File: src/rtl/adc_spi_responder.sv
// AD9653-style SPI register responder: oversampled SCLK/CSB/SDI, byte-wide
// register file, 16-bit instruction + data-byte protocol, write notification.
module adc_spi_responder #(
  parameter int unsigned aw       = 4,
  parameter int unsigned sync_len = 2
) (
  input  logic          clk,
  input  logic          rst_n,
  input  logic          sclk,
  input  logic          csb,
  input  logic          sdi,
  output logic          sdo,
  output logic          sdo_oe,
  output logic          wr_stb,
  output logic [aw-1:0] wr_addr,
  output logic [7:0]    wr_data,
  input  logic [aw-1:0] rd_addr,
  output logic [7:0]    rd_data
);

  localparam int unsigned AL    = 13;
  localparam int unsigned DEPTH = 1 << aw;

  typedef enum logic [1:0] {IDLE, INSTR, DATA, DONE} state_t;

  logic [sync_len-1:0] sclk_sync, csb_sync, sdi_sync;
  logic                sclk_d, csb_d;
  logic                sclk_s, csb_s, sdi_s;
  logic                sclk_rise, sclk_fall, csb_fall;
  logic                addr_in_range;

  state_t              state;
  logic [3:0]          bit_cnt;
  logic [1:0]          byte_cnt;
  logic [1:0]          byte_w;
  logic                rnw;
  logic [AL-1:0]       addr;
  logic [14:0]         instr_sh;
  logic [6:0]          wr_sh;
  logic [7:0]          rd_sh;
  logic [7:0]          mem [DEPTH];

  assign sclk_s = sclk_sync[sync_len-1];
  assign csb_s  = csb_sync[sync_len-1];
  assign sdi_s  = sdi_sync[sync_len-1];

  // SCLK edges count only while the previous CSB sample was low, so an edge
  // arriving together with CSB rising is still honoured before the abort.
  assign sclk_rise     = sclk_s & ~sclk_d & ~csb_d;
  assign sclk_fall     = ~sclk_s & sclk_d & ~csb_d;
  assign csb_fall      = ~csb_s & csb_d;
  assign addr_in_range = (addr[AL-1:aw] == '0);

  // Register-file byte at a 13-bit SPI address; out-of-range reads as zero.
  function automatic logic [7:0] rf_byte(input logic [AL-1:0] a);
    if (a[AL-1:aw] == '0) return mem[a[aw-1:0]];
    return 8'h00;
  endfunction

  // Input synchronizers and previous-sample registers for edge detection.
  always_ff @(posedge clk or negedge rst_n) begin
    if (!rst_n) begin
      sclk_sync <= '0;
      csb_sync  <= '0;
      sdi_sync  <= '0;
      sclk_d    <= 1'b0;
      csb_d     <= 1'b0;
    end else begin
      sclk_sync <= {sclk_sync[sync_len-2:0], sclk};
      csb_sync  <= {csb_sync[sync_len-2:0], csb};
      sdi_sync  <= {sdi_sync[sync_len-2:0], sdi};
      sclk_d    <= sclk_s;
      csb_d     <= csb_s;
    end
  end

  // Protocol FSM, shift registers, register-file writes and SDO drive.
  always_ff @(posedge clk or negedge rst_n) begin
    if (!rst_n) begin
      state    <= IDLE;
      bit_cnt  <= '0;
      byte_cnt <= '0;
      byte_w   <= '0;
      rnw      <= 1'b0;
      addr     <= '0;
      instr_sh <= '0;
      wr_sh    <= '0;
      rd_sh    <= '0;
      sdo      <= 1'b0;
      sdo_oe   <= 1'b0;
      wr_stb   <= 1'b0;
      wr_addr  <= '0;
      wr_data  <= '0;
      for (int unsigned i = 0; i < DEPTH; i++) mem[i] <= 8'h00;
    end else begin
      wr_stb <= 1'b0;
      unique case (state)
        IDLE: begin
          if (csb_fall) begin
            state   <= INSTR;
            bit_cnt <= '0;
          end
        end
        INSTR: begin
          if (sclk_rise) begin
            instr_sh <= {instr_sh[13:0], sdi_s};
            bit_cnt  <= bit_cnt + 4'd1;
            if (bit_cnt == 4'd15) begin
              state    <= DATA;
              rnw      <= instr_sh[14];
              byte_w   <= instr_sh[13:12];
              addr     <= {instr_sh[11:0], sdi_s};
              byte_cnt <= '0;
              bit_cnt  <= '0;
              rd_sh    <= rf_byte({instr_sh[11:0], sdi_s});
            end
          end
        end
        DATA: begin
          if (sclk_fall && rnw) begin
            sdo    <= rd_sh[7];
            rd_sh  <= {rd_sh[6:0], 1'b0};
            sdo_oe <= 1'b1;
          end
          if (sclk_rise) begin
            wr_sh   <= {wr_sh[5:0], sdi_s};
            bit_cnt <= bit_cnt + 4'd1;
            if (bit_cnt == 4'd7) begin
              bit_cnt  <= '0;
              addr     <= addr - 13'd1;
              byte_cnt <= byte_cnt + 2'd1;
              if (!rnw && addr_in_range) begin
                mem[addr[aw-1:0]] <= {wr_sh, sdi_s};
                wr_stb            <= 1'b1;
                wr_addr           <= addr[aw-1:0];
                wr_data           <= {wr_sh, sdi_s};
              end
              if (rnw) rd_sh <= rf_byte(addr - 13'd1);
              if (byte_w != 2'd3 && byte_cnt == byte_w) begin
                state  <= DONE;
                sdo    <= 1'b0;
                sdo_oe <= 1'b0;
              end
            end
          end
        end
        DONE: begin
        end
      endcase
      if (csb_s) begin
        state   <= IDLE;
        bit_cnt <= '0;
        sdo     <= 1'b0;
        sdo_oe  <= 1'b0;
      end
    end
  end

  // Local read port; a same-cycle SPI write to the address returns the old byte.
  always_ff @(posedge clk or negedge rst_n) begin
    if (!rst_n) rd_data <= 8'h00;
    else        rd_data <= mem[rd_addr];
  end

endmodule

File: config.mk
export PLATFORM = sky130hd
export DESIGN_NAME = adc_spi_responder
export DESIGN_NICKNAME = d
export VERILOG_FILES = /design/src/rtl/adc_spi_responder.sv
export SDC_FILE = /design/constraint.sdc
export NUM_CORES = 1
export LEC_CHECK = 0
export BUFFER_PORTS_ARGS = -buffer_cell sky130_fd_sc_hd__buf_2
export CAP_MARGIN = 20
export CELL_PAD_IN_SITES_DETAIL_PLACEMENT = 1
export CELL_PAD_IN_SITES_GLOBAL_PLACEMENT = 1
export CORE_MARGIN = 2
export CORE_UTILIZATION = 48
export CTS_CLUSTER_DIAMETER = 50
export DETAILED_ROUTE_END_ITERATION = 12
export GPL_TIMING_DRIVEN = 0
export PLACE_DENSITY = 0.85
export SLEW_MARGIN = 20
export SYNTH_ARGS = -nofsm -noshare
export SYNTH_HDL_FRONTEND = slang
export SYNTH_SLANG_ARGS = --single-unit
File: constraint.sdc
create_clock -name clk -period 3.1 [get_ports clk]
set_clock_uncertainty 0.15 [all_clocks]
set_input_delay 0.465 -clock clk [delete_from_list [all_inputs] [get_ports clk]]
set_output_delay 0.465 -clock clk [all_outputs]
set_load 0.01 [all_outputs]
# --- After elaboration in Yosys (flattened, before gate mapping) ---
# Index checks and enable logic that the tools add are counted.
classes:
  eq_ne: 16
  bitwise_logic: 13
  n_reduce_logical: 20
  add_sub_neg: 3
  mux: 73
  n_lt_le_gt_ge: 5
ops:
  columns: ["op", "n"]
  rows:
  - ["two-way mux 8 bit", 17]
  - ["bitwise mux 128 bit", 1]
  - ["binary-select mux 8 bit (select 4 bit)", 3]
  - ["two-way mux 13 bit", 4]
  - ["demux 8 bit (select 4 bit)", 1]
  - ["logical NOT 9 bit", 3]
  - ["case mux 13 bit (2 select lines)", 1]
  - ["two-way mux 1 bit", 25]
  - ["two-way mux 4 bit", 6]
  - ["two-way mux 2 bit", 11]
  - [">= comparator 5 bit (second input constant)", 4]
  - ["inverter 4 -> 5 bit", 4]
  - ["!= test 3 bit (second input constant)", 6]
  - ["case mux 8 bit (2 select lines)", 1]
  - ["subtractor 13 x 1 -> 13 bit (second input constant)", 1]
  - ["case mux 4 bit (3 select lines)", 1]
  - ["!= test 2 bit (second input constant)", 5]
  - ["AND reduction 4 bit", 2]
  - ["AND reduction 7 bit", 1]
  - ["case mux 2 bit (3 select lines)", 1]
  - ["AND reduction 3 bit", 2]
  - ["bitwise AND 1 bit", 5]
  - ["less-than comparator 5 x 1 -> 1 bit (second input constant)", 1]
  - ["AND reduction 5 bit", 1]
  - ["other kinds (15)", 23]
word_totals:
  in_bits: 9
  wordCells: 166
  ff_bits: 213

# --- Longest topological paths before layout ---
# Gate-level depths: netlist (run 1).
depth:
  ltp_word: 12
  ltp_mapped: 12
  depth_no_buf: 7

# --- Worst setup path before layout (run 1) ---
# Ideal clock, no wire load.
synth_timing:
  path_type: "reg2reg"
  start: "register addr[0]"
  end: "register rd_sh[1]"
  arrival_time_ns: 2.631
  t_required_ns: 2.815
  n_path_buf: 4
  slack_ns: 0.184
  stages_incl_launch_ff: 12
  synth_period_minus_slack_ns: 2.916
  setup_ns: 0.135
  cell_sequence: "dfrtp_1 > clkbuf_1 > clkbuf_1 > inv_1 > ha_1 > buf_2 > xor2_2 > buf_4 > mux2i_1 > o22ai_1 > nor4_1 > o31ai_1"
synth_between:
  elab_chain_len: 12
  word_cells_on_any_way: 17
synth_rtl:
  columns: ["element", "line_no", "text"]
  rows:
  - ["start, declared", "37", "logic [AL-1:0] addr;"]
  - ["start signal, assigned", "112", "addr <= {instr_sh[11:0], sdi_s};"]
  - ["start signal, assigned", "130", "addr <= addr - 13'd1;"]
  - ["subtractor 13 x 1 -> 13 bit *", "138", "if (rnw) rd_sh <= rf_byte(addr - 13'd1);"]
  - ["logical NOT 9 bit", "56", "if (a[AL-1:aw] == '0) return mem[a[aw-1:0]];"]
  - ["two-way mux 1 bit", "56", null]
  - ["two-way mux 1 bit", "138", null]
  - ["two-way mux 1 bit", "128", "if (bit_cnt == 4'd7) begin"]
  - ["two-way mux 1 bit", "125", "if (sclk_rise) begin"]
  - ["two-way mux 1 bit", "97", "unique case (state)"]
  - ["two-way mux 8 bit *", "57", "return 8'h00;"]
  - ["two-way mux 8 bit *", "138", null]
  - ["two-way mux 8 bit *", "128", null]
  - ["two-way mux 8 bit *", "125", null]
  - ["case mux 8 bit (2 select lines) *", "97", null]
  - ["end signal, assigned", "115", "rd_sh <= rf_byte({instr_sh[11:0], sdi_s});"]
  - ["end signal, assigned", "122", "rd_sh <= {rd_sh[6:0], 1'b0};"]
  - ["end signal, assigned", "138", null]
  - ["end, declared", "40", "logic [7:0] rd_sh;"]
# Mark *: on every way between the ends. The rest lies on a longest branch, timed or not. The select of a mux whose other input is x is not followed.
# A chain may end at the register's enable or synchronous reset.

# --- Final worst setup path (run 1) ---
layout_timing:
  start: "register addr[2]"
  end: "register rd_sh[5]"
# Same word-level chain as after synthesis.

==> results of run 1 <==
## flip-flops by register name (all words and copies together) (netlist names), 4 cells and up
signal    cells
mem         128
instr_sh     15
addr         13
rd_data       8
rd_sh         8
wr_data       8
wr_sh         7
bit_cnt       4
wr_addr       4
## power by group
| part | internal [uW] | leakage (uW) | switching [uW] |
|---|---|---|---|
| Combinational | 1220 | 0.00296 | 2420 |
| Clock | 1970 | 0.000453 | 1250 |
| Sequential | 2920 | 0.00293 | 226 |
| Total | 6110 | 0.00634 | 3890 |
## cells by family (layout without fill, tap and decap cells)
| kind of cell | Yosys count | after routing | synth area share (%) |
|---|---|---|---|
| flops | 213 | 213 | 43.30 |
| fa+ha+maj | 9 | 9 | 0.9147 |
| compound gates | 129 | 129 | 7.023 |
| buf+inv | 86 | 174 | 3.201 |
| xor+xnor | 5 | 5 | 0.4778 |
| simple gates | 213 | 213 | 10.70 |
| mux | 292 | 292 | 34.38 |
## area by class of cell
| cell class | instances | share of cell area, % |
|---|---|---|
| Multi-Input combinational cell | 648 | 47.51 |
| Sequential cell | 213 | 37.78 |
| Clock buffer | 35 | 5.356 |
| Tap cell | 330 | 2.926 |
| Buffer | 75 | 2.740 |
| Timing Repair Buffer | 43 | 2.306 |
| Clock inverter | 12 | 1.108 |
| Inverter | 9 | 0.2660 |
## worst max-delay path, delay by kind of cell (launching register included)
kind,cells,cell delay (ns)
DFF,1,0.37
and+or+nand+nor,1,0.62
AOI/OAI and AO/OA,3,0.69
buffers and inverters,2,0.37
xor gates and xnor gates,1,0.77
## routing by layer
| layer | vias up | wire (um) | global-route usage, % |
|---|---|---|---|
| met5 | - | 0 | 0 |
| met4 | 0 | 2264 | 14.63 |
| met3 | 159 | 3365 | 6.591 |
| met2 | 510 | 19250 | 49.94 |
| met1 | 4862 | 15010 | 38.33 |
| li1 | 3775 | - | - |
## how the worst max path moves through the flow
stage                             from                    to  slack [ns]
3_5_place_dp       addr[0]$_DFFE_PN0P_  rd_sh[6]$_DFFE_PN0P_       -1.26
4_1_cts        instr_sh[0]$_DFFE_PN0P_  rd_sh[1]$_DFFE_PN0P_       0.009
2_1_floorplan      addr[0]$_DFFE_PN0P_  rd_sh[1]$_DFFE_PN0P_        0.18
3_3_place_gp                     rst_n   mem[36]$_DFFE_PN0P_       -2.22
5_1_grt            addr[2]$_DFFE_PN0P_  rd_sh[5]$_DFFE_PN0P_       -0.09
6_report           addr[2]$_DFFE_PN0P_  rd_sh[5]$_DFFE_PN0P_     -0.0004
## layout by cell type (no fill, tap or decap), types with 12 or more instances in the layout
| master | n |
|---|---|
| nor2_1 | 39 |
| mux4_2 | 88 |
| buf_4 | 14 |
| a21oi_1 | 29 |
| mux2_2 | 165 |
| buf_1 | 12 |
| nand2_1 | 67 |
| clkbuf_1 | 31 |
| clkbuf_16 | 27 |
| buf_2 | 43 |
| o22ai_1 | 12 |
| dfrtp_1 | 212 |
| o21ai_0 | 27 |
| nand3_1 | 22 |
| mux2i_1 | 37 |
## metrics by stage
| stage | cell area, sq um | TNS, ns | hold slack, ns | power, uW | setup WS [ns] |
|---|---|---|---|---|---|
| after CTS | 14040 | 0 | 0.1990 | 9845 | 0.009470 |
| after global routing | 14110 | -0.2917 | 0.2200 | 10340 | -0.08993 |
| final | 14110 | -0.0004032 | 0.2013 | 10010 | -0.0004032 |
| after detailed placement | 12930 | -10.63 | 0.1693 | 6356 | -1.264 |
| after floorplan | 12310 | 0 | 0.01941 | 5209 | 0.1842 |
| after global placement | 12860 | -480.41 | 0.1845 | 6256 | -2.223 |
## timing repair
action / in CTS / in global routing
buffers inserted: 8 / 1
pin swaps: 4 / 0
endpoints found under the hold margin: 131 / 0
resized for setup: 24 / 11
hold buffers: 4 / 0
setup endpoints to repair: 21 / 64
==> flow_summary.json, run 1 <==
{
  "status": "finished with violations",
  "violations": "negative setup slack",
  "synth_seq_cells": 213,
  "hold_viol": 0,
  "dr.pass1.iters": 5,
  "placed_cells": 1307,
  "root_buffer": "clkbuf_16",
  "cp.required_ns": 3.36,
  "cts_sinks": 213,
  "gp_congestion": 0.9403,
  "h-tree-depth": 1,
  "worstPathArrival_ns": 3.36,
  "grt_pass1_vias": 9944,
  "power_density_mw_per_mm2": 709.3,
  "fmax_ghz": 0.3225,
  "final_cells": 1365,
  "synth_commonest_cells": "213 x dfrtp_1, 165 x mux2_2, 88 x mux4_2, 67 x nand2_1, 39 x nor2_1",
  "final_util_pct": 56.03,
  "grt_start_max_net_pins": 101,
  "drc_errors": 0,
  "reg2reg_to": "rd_sh[5]$_DFFE_PN0P_",
  "grt.total_usage_pct": 30.41,
  "synth_flop_cell": "dfrtp_1",
  "synth_edf_count": 0,
  "fp.dieArea_sq_mm": 0.02694,
  "initial_core_util_pct": 48.89,
  "netlist_area_sq_mm": 0.01231,
  "clock_path_buffers": 3,
  "wire_per_inst_um": 29.22,
  "ys_seq_area_share_pct": 43.30,
  "antenna_left": 0,
  "synthArstFlopShare_pct": 100.0,
  "synth_area_leaders": "dfrtp_1 43%, mux4_2 16%, mux2_2 15%",
  "drv_cap": 0,
  "synth_cell_types": 76,
  "setup_viol": 1,
  "tritoncts": "yes",
  "multi_input_area_sq_mm": 0.006704,
  "final_nets": 1035,
  "peakVddDrop_mv": 0.5086,
  "maxSlewHeadroom_pct": 22.51,
  "min_to": "csb_sync[1]$_DFF_PN0_",
  "clk_pin_slew_worst_paths_ns": 0.06,
  "vias": 9306,
  "hpwl_um": 27040,
  "port_buffers": 28,
  "regArea_sq_mm": 0.005331,
  "period_share_pct": 100.0,
  "setup_slack_ns": -0.0004032,
  "yosysWarningCount": 0,
  "r2r_start": "addr[2]$_DFFE_PN0P_",
  "cts_inserted_buffers": 27,
  "worstPathMaxFanout": 10,
  "area_growth_pct": 14.62,
  "antenna_found_initial": 0,
  "die_y_um": 164.1,
  "end_kind": "flop",
  "pin_count": 32,
  "grt_overflow_total": 0,
  "layout-drive-gt1-share_pct": 39.32,
  "reg2reg_slack_ns": -0.0004,
  "grt_pass1_wl_um": 61180,
  "synth_nets": 965,
  "wl_um": 39890,
  "viasPerCell": 6.818,
  "slowest_stage": "xor2_2",
  "synth_top_area_cell": "dfrtp_1",
  "path_class": "reg2reg",
  "synth_top_area_share_pct": 43.30,
  "syn_avg_cell_area_sq_um": 13.00,
  "cpPeakStageDelay_ns": 0.77,
  "hp-class": "reg2reg",
  "hold_path_depth": 0,
  "leakagePower_uw": 0.006338,
  "yosysMostFrequentCell": "dfrtp_1",
  "slew_violations": 0,
  "cp_cell_sequence": "buf_6, clkbuf_1, nor3_1, xor2_2, a221oi_1, a31oi_1, o21ai_1",
  "worstSetupStartpointType": "flop",
  "chipWidth_um": 164.1,
  "fill_cells": 2513,
  "syn-instance-count": 947,
  "worstRegToRegCells": 7,
  "coreArea_sq_mm": 0.02518,
  "rows": 58,
  "hold_start": "csb_sync[0]$_DFF_PN0_",
  "fin_crit_ns": 3.100,
  "insertion_delay_ns": 0.55,
  "diodes": 0,
  "worstMarginPinSlew_ns": 1.147,
  "drt_iter0_markers": 954
}
(Power assumes the default switching activity.)
==> run 2, diff against run 1 <==
--- a/config.mk
+++ b/config.mk
@@ -9,8 +9,9 @@
 export CAP_MARGIN = 20
 export CELL_PAD_IN_SITES_DETAIL_PLACEMENT = 1
 export CELL_PAD_IN_SITES_GLOBAL_PLACEMENT = 1
+export CORE_ASPECT_RATIO = 0.9
 export CORE_MARGIN = 2
-export CORE_UTILIZATION = 48
+export CORE_UTILIZATION = 50
 export CTS_CLUSTER_DIAMETER = 50
 export DETAILED_ROUTE_END_ITERATION = 12
 export GPL_TIMING_DRIVEN = 0
==> constraint.sdc (replaced) <==
create_clock -name clk -period 3.05 [get_ports clk]
set_clock_uncertainty 0.15 [all_clocks]
set_input_delay 0.4575 -clock clk [delete_from_list [all_inputs] [get_ports clk]]
set_output_delay 0.4575 -clock clk [all_outputs]
set_load 0.01 [all_outputs]
==> flow_summary.json, run 2 (synthesized netlist as in run 1, its figures left out) <==
{
  "root_buffer": "clkbuf_16",
  "leakagePower_uw": 0.006427,
  "vias": 9712,
  "worstPathMaxFanout": 10,
  "fmax_ghz": 0.3291,
  "reg_top3": "mem: 128 flops, instr_sh: 15 flops, addr: 13 flops",
  "tritoncts": "yes",
  "wl_um": 43780,
  "final_nets": 1044,
  "fin_crit_ns": 3.039,
  "hold_viol": 0,
  "cpPeakStageDelay_ns": 0.50,
  "hpwl_um": 28290,
  "hp-class": "reg2reg",
  "path_class": "reg2reg",
  "chipWidth_um": 169.4,
  "port_buffers": 28,
  "peakVddDrop_mv": 0.4840,
  "coreArea_sq_mm": 0.02419,
  "cp.required_ns": 3.35,
  "die_y_um": 152.9,
  "power_density_mw_per_mm2": 740.7,
  "path_depth": 8,
  "initial_core_util_pct": 50.89,
  "multi_input_area_sq_mm": 0.006685,
  "diodes": 0,
  "antenna_left": 0,
  "maxSlewHeadroom_pct": 29.79,
  "layout_commonest_cell": "dfrtp_1",
  "r2r_start": "state[0]$_DFFE_PN0P_",
  "worstRegToRegCells": 8,
  "worstMarginPinSlew_ns": 1.053,
  "antenna_found_initial": 1,
  "slowest_stage": "nand4b_2",
  "grt.total_usage_pct": 34.52,
  "period_share_pct": 99.63,
  "fp.dieArea_sq_mm": 0.02589,
  "rows": 54,
  "clock_path_buffers": 3,
  "cts_inserted_buffers": 28,
  "wire_per_inst_um": 32.31,
  "worstPathArrival_ns": 3.34,
  "drt_iter0_markers": 1203,
  "tns_ns": 0,
  "h-tree-depth": 1,
  "setup.worst_path.end": "mem[33]$_DFFE_PN0P_",
  "layout-drive-gt1-share_pct": 40.11,
  "slew_violations": 0,
  "top_register": "mem",
  "path_delay_family": "simple AND/OR/NAND/NOR gates",
  "hold_start": "csb_sync[0]$_DFF_PN0_",
  "cts_sinks": 213,
  "final_cell_mix": "212 x dfrtp_1, 165 x mux2_2, 88 x mux4_2",
  "pin_count": 32,
  "p_total_uw": 10550,
  "fill_cells": 2359,
  "path_buf_inv": 2,
  "grt_pass1_wl_um": 66390,
  "pre_cts_slack_ns": -1.261,
  "reg2reg_to": "mem[33]$_DFFE_PN0P_",
  "grt_overflow_total": 0,
  "setup_viol": 0,
  "critical_path.startpoint": "state[0]$_DFFE_PN0P_",
  "grt_pass1_vias": 10260,
  "drc_errors": 0,
  "regArea_sq_mm": 0.005331,
  "grt_start_max_net_pins": 90,
  "largest_register_ff_count": 128,
  "clk_pin_slew_worst_paths_ns": 0.06,
  "area_growth_pct": 15.68,
  "setup_slack_ns": 0.01131,
  "worstSetupStartpointType": "flop",
  "dr.pass1.iters": 5,
  "cp_cell_sequence": "inv_1, ha_1, and4bb_2, nand2_2, nor4_4, buf_6, nand4b_2, mux2_2",
  "status": "finished clean",
  "viasPerCell": 7.168,
  "end_kind": "flop",
  "insertion_delay_ns": 0.57,
  "gp_congestion": 0.9902,
  "rsz0062_at_grt": "yes",
  "reg2reg_slack_ns": 0.01,
  "drv_cap": 0
}
==> run 2: cell count changes in the layout (fill, tap and decap cells not counted), moves of 2 or more <==
cell and delta:
clkbuf_16 +2, buf_4 +4, clkbuf_8 +2, nor4_1 +4, buf_12 +3, nor4_4 -3
clkbuf_2 +2
==> run 2: what timing repair did <==
| action | CTS | global route |
|---|---|---|
| setup endpoints to repair | 83 | 96 |
| endpoints found under the hold margin | 64 | 0 |
| resized for setup | 24 | 13 |
| hold buffers | 4 | 0 |
| pin swaps | 3 | 1 |
| buffers inserted | 14 | 3 |
==> run 2: area by class of cell <==
class	count	area share, %
plain buffers	75	2.811
clock buffers	40	5.807
clock inverters	11	1.063
inverters	9	0.2636
multi-input cells	648	46.94
flip-flops and latches	213	37.44
well taps	308	2.706
repair buffers	51	2.970
==> run 2: worst reg2reg max path: cells and delay by family (launching register included) <==
family / cells / cell delay, ns
adder cells (fa/ha/maj): 1 / 0.26
buffers and inverters: 2 / 0.39
flip-flops: 1 / 0.43
multiplexers: 1 / 0.51
AND/OR/NAND/NOR: 4 / 1.19
==> run 2: worst min path at each step <==
stage / slack, ns / cells past startpoint / end
after global placement: 0.18 / 0 / csb_sync[1]$_DFF_PN0_
after detailed placement: 0.19 / 0 / csb_sync[1]$_DFF_PN0_
after CTS: 0.20 / 0 / csb_sync[1]$_DFF_PN0_
after global routing: 0.21 / 0 / csb_sync[1]$_DFF_PN0_
after floorplan: 0.01 / 0 / addr[0]$_DFFE_PN0P_
final: 0.20 / 0 / csb_sync[1]$_DFF_PN0_
==> run 2: per-stage QoR <==
step | hold WS (ns) | std cells | instance area, sq um | util, %
3_5_place_dp | 0.1862 | 1285 | 12910 | 53.36
6_report | 0.1988 | 1355 | 14240 | 58.88
2_1_floorplan | 0.01191 | 947 | 12310 | -
4_1_cts | 0.2012 | 1353 | 14170 | 58.60
3_3_place_gp | 0.1824 | 1283 | 12840 | 53.07
5_1_grt | 0.2071 | 1355 | 14240 | 58.88
==> run 2: layer usage <==
layer	GRT usage [%]	up-vias	wire, um
met4	16.44	0	2506
met1	45.86	5024	16760
li1	-	3808	-
met2	53.16	682	20020
met5	0	-	0
met3	9.114	198	4498
==> run 2: report_power, final <==
part	internal, uW	switching [uW]
logic	1260	2520
clock network	2140	1380
registers	2970	279
total	6370	4170
